`src/rtl/sample_feeder.sv`:
```
// sample_feeder: training-sample buffer for the perceptron controller/datapath.
// Latency: sample 0 is on the buses the cycle after start; each readyToGetData advances the buses at that edge.
// Backpressure: none; writes to a full buffer are dropped, and writes/clears are ignored while feeding.
//
// Ports:
//   clk, rstN (synchronous, active-low)
//   clearMem, wrEn, wrX1, wrX2, wrT        : buffer load side (IDLE only)
//   start, readyToGetData, doneSignal      : controller handshake
//   x1Bus, x2Bus, tBus                     : registered current sample (tBus = +1/-1)
//   nBus, sampleCount, full, busy, startErr: status
//   epochCnt                               : only when SAMPLE_FEEDER_EPOCH_CNT_EN is defined
module sample_feeder #(
   parameter int DATA_W = 16,
   parameter int DEPTH  = 64,
   parameter int ADDR_W = 6
) (
   input  logic                     clk,
   input  logic                     rstN,
   input  logic                     clearMem,
   input  logic                     wrEn,
   input  logic signed [DATA_W-1:0] wrX1,
   input  logic signed [DATA_W-1:0] wrX2,
   input  logic                     wrT,
   input  logic                     start,
   input  logic                     readyToGetData,
   input  logic                     doneSignal,
   output logic signed [DATA_W-1:0] x1Bus,
   output logic signed [DATA_W-1:0] x2Bus,
   output logic signed [DATA_W-1:0] tBus,
   output logic [32:0]              nBus,
   output logic [ADDR_W:0]          sampleCount,
   output logic                     full,
   output logic                     busy,
   output logic                     startErr
`ifdef SAMPLE_FEEDER_EPOCH_CNT_EN
   ,
   output logic [15:0]              epochCnt
`endif
);

   typedef enum logic {IDLE, FEED} state_t;

   state_t state, nextState;

   // Entry layout: {x1, x2, t}
   logic [2*DATA_W:0] mem [DEPTH];
   logic [2*DATA_W:0] rdEntry;
   logic [ADDR_W-1:0] rdPtr;
   logic [ADDR_W-1:0] rdSel;
   logic [ADDR_W:0]   lastIdx;
   logic              ptrWrap;
   logic              accStart;
   logic              doClear;
   logic              doWrite;
   logic              doAdvance;
   logic              doDone;

   // A start that is accepted takes precedence over a same-cycle clearMem,
   // so the feeder never enters FEED with an empty buffer.
   assign accStart  = (state == IDLE) && start && (sampleCount != '0);
   assign doClear   = (state == IDLE) && clearMem && !accStart;
   assign doWrite   = (state == IDLE) && wrEn && !full && !clearMem;
   assign doDone    = (state == FEED) && doneSignal;
   assign doAdvance = (state == FEED) && readyToGetData && !doneSignal;

   assign lastIdx = sampleCount - (ADDR_W+1)'(1);
   assign ptrWrap = ({1'b0, rdPtr} == lastIdx);
   assign rdSel   = accStart ? '0 : rdPtr;
   assign rdEntry = mem[rdSel];

   assign full = (sampleCount == (ADDR_W+1)'(DEPTH));
   assign nBus = {{(32-ADDR_W){1'b0}}, sampleCount};

   // State register
   always_ff @(posedge clk) begin
      if (!rstN) state <= IDLE;
      else       state <= nextState;
   end

   // Next-state logic
   always_comb begin
      nextState = state;
      case (state)
         IDLE:    if (accStart) nextState = FEED;
         FEED:    if (doneSignal) nextState = IDLE;
         default: nextState = IDLE;
      endcase
   end

   // Outputs decoded from state
   always_comb begin
      busy     = (state == FEED);
      startErr = rstN && (state == IDLE) && start && (sampleCount == '0);
   end

   // Sample storage; contents are meaningless beyond sampleCount, so no reset.
   always_ff @(posedge clk) begin
      if (doWrite) mem[sampleCount[ADDR_W-1:0]] <= {wrX1, wrX2, wrT};
   end

   // Count, read pointer and registered sample buses
   always_ff @(posedge clk) begin
      if (!rstN) begin
         sampleCount <= '0;
         rdPtr       <= '0;
         x1Bus       <= '0;
         x2Bus       <= '0;
         tBus        <= '0;
      end else begin
         if (doClear)      sampleCount <= '0;
         else if (doWrite) sampleCount <= sampleCount + (ADDR_W+1)'(1);

         if (accStart || doAdvance) begin
            x1Bus <= rdEntry[2*DATA_W:DATA_W+1];
            x2Bus <= rdEntry[DATA_W:1];
            // t=1 -> 0...01 (+1), t=0 -> 1...11 (-1)
            tBus  <= {{(DATA_W-1){~rdEntry[0]}}, 1'b1};
         end

         if (accStart)
            rdPtr <= (sampleCount == (ADDR_W+1)'(1)) ? '0 : ADDR_W'(1);
         else if (doDone || doClear)
            rdPtr <= '0;
         else if (doAdvance)
            rdPtr <= ptrWrap ? '0 : rdPtr + ADDR_W'(1);
      end
   end

`ifdef SAMPLE_FEEDER_EPOCH_CNT_EN
   // Counts completed passes over the buffer: one per rdPtr wrap while feeding.
   always_ff @(posedge clk) begin
      if (!rstN || accStart)
         epochCnt <= '0;
      else if (doAdvance && ptrWrap && (epochCnt != 16'hFFFF))
         epochCnt <= epochCnt + 16'd1;
   end
`endif

endmodule

```
`config.mk`:
```
export PLATFORM = sky130hd
export DESIGN_NAME = sample_feeder
export DESIGN_NICKNAME = d
export VERILOG_FILES = /design/src/rtl/sample_feeder.sv
export SDC_FILE = /design/constraint.sdc
export NUM_CORES = 2
export LEC_CHECK = 0
export ABC_CLOCK_PERIOD_IN_PS = 6760
export BUFFER_PORTS_ARGS = -buffer_cell sky130_fd_sc_hd__buf_2
export CAP_MARGIN = 20
export CORE_MARGIN = 5
export CORE_UTILIZATION = 35
export DETAILED_ROUTE_END_ITERATION = 10
export RECOVER_POWER = 50
export REMOVE_ABC_BUFFERS = 1
export SYNTH_ARGS = -nofsm -noshare
export SYNTH_HDL_FRONTEND = slang
export SYNTH_SLANG_ARGS = --single-unit
```
`constraint.sdc`:
```
create_clock -name clk -period 6.76 [get_ports clk]
set_input_delay 1.352 -clock clk [delete_from_list [all_inputs] [get_ports clk]]
set_output_delay 1.352 -clock clk [all_outputs]
set_load 0.01 [all_outputs]
```
### Word-level counts from Yosys, hierarchy flattened

Memory sizes are Yosys's and may differ from the RTL's.
Cells that the tools add are included.

* flip-flop bits (word level): 48
* memory bits (writable): 2112
* output and inout port bits: 91
* logic and storage cells: 50
* memories: 1

* add/sub/neg operators: 3
* eq/ne operators: 3
* muxes and demuxes: 11
* bitwise logic cells: 3
* reductions and logical operators: 23

Memories
* mem: depth 64, width 33, rd ports 1, clocked after memory_dff 0, write ports 1, RTL line 46 `logic [2*DATA_W:0] mem [DEPTH];`

Operators by type and width (count)
* 6-bit 2-to-1 mux: 5
* 1-bit logical AND: 13
* 7-bit by 1-bit adder with 7-bit output, second input constant: 1
* 6-bit by 7-bit equality test with 1-bit output: 1
* 7-bit by 1-bit equality test with 1-bit output, second input constant: 1
* 7-bit equality test, second input constant: 1
* 7-bit logical NOT: 1
* 7-bit nonzero test: 1
* 7-bit by 1-bit subtractor with 7-bit output, second input constant: 1
* 6-bit by 1-bit adder with 6-bit output, second input constant: 1
* 1-bit 2-to-1 mux: 5
* 1-bit logical NOT: 4
* 1-bit NOT: 3
* 3-bit nonzero test: 1
* 1-bit logical OR: 2
* 1-bit one-hot mux with 2 select lines: 1
* 2-bit OR reduction: 1

### Logic depth before layout (Yosys ltp)

* depth after elaboration: 8
* depth in mapped cells: 13
* mapped depth without buffers: 9

### Worst setup path before layout

No wires, ideal clock.

* path type: input port to flip-flop
* start point: input port clearMem
* end point: memory mem[63][0] (netlist name), enable pin
* library setup time: 0.423 ns
* arrival time: 3.550 ns
* data required time: 6.337 ns
* slack: 2.786 ns
* stages on the path: 5
* path buffers: 1
* cells stage by stage: nor2_1 -> and3_1 -> clkbuf_1 -> nand3_1 -> nor2_1

* cells in the longest elaborated chain, start to end: 4

Ends and longest elaborated chain
* start, declared: RTL line 19 `input logic clearMem,`
* 1-bit logical NOT: RTL line 62 `assign doWrite = (state == IDLE) && wrEn && !full && !clearMem;`
* 1-bit logical AND: RTL line 62
* 1-bit 2-to-1 mux: RTL line 98 `if (doWrite) mem[sampleCount[ADDR_W-1:0]] <= {wrX1, wrX2, wrT};`
* 1-bit 2-to-1 mux (not written as such): RTL line 98
* end, declared: RTL line 46

Every way passes these cells.

### Worst setup path after layout

* start point: register sampleCount[3]
* end point: memory mem[17][30] (netlist name), enable pin

* cells in the longest elaborated chain, start to end: 6

Ends and longest elaborated chain
* start, declared: RTL line 31 `output logic [ADDR_W:0] sampleCount,`
* start signal, assigned: RTL line 111 `else if (doWrite) sampleCount <= sampleCount + (ADDR_W+1)'(1);`
* 7-bit equality test: RTL line 71 `assign full = (sampleCount == (ADDR_W+1)'(DEPTH));`
* 1-bit logical NOT: RTL line 62
* 1-bit logical AND (2 in a row): RTL line 62
* 1-bit 2-to-1 mux: RTL line 98
* 1-bit 2-to-1 mux (not written as such): RTL line 98

Several ways; a longest one is shown, not always the timed one.

==> run_results.csv <==
group,metric,value,unit
outcome,status,"complete, but fails checks",
outcome,violations,"capacitance limit, slew limit",
power,pwr-share-seq,0.541,
power,p_sw_frac,0.217,
sta,slew_headroom,-1.61,
floorplanning,rows,181,
yosys,synthTopCellsByCount,"2112 x edfxtp_1, 462 x a21oi_1, 423 x nand2_1",
setup_path,crit_arrival,5.98,ns
setup_path,setup.worst_path.end_class,"flip-flop",
setup_path,r2r_slack,1.28,ns
placed_design,hpwl,143000,µm
drt,routed_via_density,5.63,
setup_path,reg2reg_from,"sampleCount[3]",
global_route,track_usage,0.197,
yosys,synth_area,0.0852,mm²
power,p_per_area,283,mW/mm²
yosys,synthCells,5449,
sta,finalHoldViolCount,0,
sta,finalSetupViolCount,0,
sta,hold-worst-slack,0.558,ns
placed_design,dp_slack,1.73,ns
yosys,synth_cell_types,68,
power,p_leak,29.7,nW
sta,rsz0062_at_grt,"false",
setup_path,cp-start-kind,"flip-flop",
power,power_frac_comb,0.045,
run,max_cap_viol_count,35,
sta,fmax,182,MHz
yosys,synth_flop_cell,"edfxtp_1",
global_route,antenna_found_initial,19,
global_route,grt_pass1_wl,362000,µm
floorplanning,num_io_pins,131,
floorplanning,die_height,503,µm
drt,wl,256000,µm
power,power.net_switching,0.00592,W
clock_tree,worstSkewPairLatency,0.85,ns
global_route,first_global_vias,48700,
drt,drc,0,
clock_tree,root_buffer,"clkbuf_16",
hold_path,hold_class,"reg2reg",
setup_path,startpoint,"sampleCount[3]",
clock_tree,cts_sinks,2160,
sta,finalCritPeriodShare,0.811,
global_route,grt-ovfl-total,0,
setup_path,critical_path_class,"reg2reg",
yosys,post-synth-top-count-cell,"edfxtp_1",
clock_tree,clk_pin_slew_worst_paths,0.06,ns
layout,final_layout_size_suffix_gt1_frac,0.140,
yosys,yosys_warnings,0,
sta,worst_pin_slew,3.91,ns
yosys,yosysSeqAreaShare,0.756,
floorplanning,dieArea,0.253,mm²
power,clkPwrFrac,0.414,
floorplanning,start_util,0.351,
yosys,synth_top_cell_by_area,"edfxtp_1",
power,p_int,0.0214,W
sta,finalMaxSlewViolations,2192,
drt,num_vias,50300,
yosys,ys_ff_latch,2160,
layout,fin_nets,5585,
yosys,synth_top_area_share,0.745,
hold_path,min-delay-start,"x2Bus[14]",
yosys,async_flop_share,0,
placed_design,gp_congestion,0.854,
clock_tree,cts-htree-levels,4,
layout,area_growth,13.3,%
drt,drtPass1Iterations,6,
floorplanning,core_area,0.243,mm²
clock_tree,cts_setup_buffers,0,
setup_path,cp_data_required_time,7.26,ns
power,ir_drop,0.281,mV
clock_tree,clockBufferDepth,3,
power,total_power,0.0273,W
setup_path,path_max_fanout,19,
clock_tree,cts_buffers,210,
global_route,grt_max_degree,149,
drt,drt_iter0_drc,6067,
clock_tree,cts_hold_buf,0,
yosys,ys_top_cells_by_area,"edfxtp_1 74%, mux2i_1 3.1%, a21oi_1 2.7%",
yosys,synth_edf_count,2112,
clock_tree,cts_resized,0,
floorplanning,die_w,503,µm
placed_design,place.port_buffers,104,
layout,seqCellArea,0.0644,mm²
sta,skew,0.0425,ns
layout,multi_input_area,0.0195,mm²
clock_tree,cts_tree,"yes",
layout,nFillCells,22100,
sta,fin_ws,1.28,ns
drt,drtAntennaViolNets,0,
sta,fin_crit,5.48,ns
drt,wl_per_cell,28.6,µm
yosys,avgSynthCellArea,15.6,µm²
sta,tns,0,ns
==> worst paths after layout <==
check / depth (start not counted) / endpoint
max: 7 / mem[17][30]
max reg2reg: 7 / mem[17][30]
min reg2reg: 2 / x2Bus[14]
min: 2 / x2Bus[14]
==> logic make-up after synthesis <==
| kind of cell | share of synthesized area |
|---|---|
| flops | 0.756 |
| compound gates | 0.109 |
| simple gates | 0.0508 |
| buf+inv | 0.0240 |
| mux | 0.0577 |
| xor+xnor | 0.00154 |
| fa+ha+maj | 0.000735 |
| other cells | 0.0000440 |
==> sequential cells by signal, indices dropped and copies added, names as in the netlist <==
name         count
busy             1
x1Bus           16
mem           2112
sampleCount      7
tBus             2
rdPtr            6
x2Bus           16
==> routing by layer <==
metal / vias to the layer above / part of all wire / wire [µm] / global-route usage
met5: - / 0.00010 / 26 / 0
met4: 4 / 0.039 / 9910 / 0.0698
met3: 435 / 0.080 / 20600 / 0.0322
met2: 2382 / 0.47 / 121000 / 0.317
met1: 25900 / 0.41 / 105000 / 0.270
li1: 21500 / - / - / -
==> area by class of cell <==
class	count	share of cell area
flip-flops and latches	2160	0.667
multi-input cells	2866	0.202
clock buffers	289	0.0596
well taps	3202	0.0415
repair buffers	289	0.0202
clock inverters	99	0.00845
inverters	13	0.000519
diodes	12	0.000311
==> metrics by stage <==
stage,utilization,std cells,instance area (µm²)
after floorplan,-,5039,83300
after global placement,0.371,8528,90100
after detailed placement,0.371,8529,90100
after CTS,0.398,8917,96600
after global routing,0.397,8923,96500
final,0.398,8930,96500
==> cells in the final DEF (no fill, tap or decap), types with 44 or more instances in the layout <==
cell type	instances
a211o_1	128
a211oi_1	203
a21oi_1	462
a31oi_1	65
buf_2	94
buf_4	134
clkbuf_1	108
clkbuf_16	213
clkinv_1	44
dfxtp_1	45
edfxtp_1	2112
mux2_2	133
mux2i_1	265
nand2_1	421
nor2_1	180
nor2_4	65
nor2b_1	133
nor3_1	66
o211ai_1	161
o21ai_0	172
==> power by group through the flow <==
| stage | clock (W) | sequential [W] | combinational (W) |
|---|---|---|---|
| global placement | 0 | 0.0150 | 0.00121 |
| finish | 0.0113 | 0.0148 | 0.00123 |
| floorplan | 0 | 0.0151 | 0.000743 |
| global route | 0.0120 | 0.0148 | 0.00130 |
| CTS | 0.0115 | 0.0147 | 0.00123 |
| detailed placement | 0 | 0.0150 | 0.00123 |
==> critical path, cell delays in order (launching register included) <==
cell      delay (ns)
dfxtp_1         0.93
or3_1           0.99
nor3_1          0.30
nand3b_1        0.36
nor2_1          0.27
nand2_1         0.65
nor2_4          1.12
buf_4           0.50
Note: power is estimated with default switching activity, not from simulation.
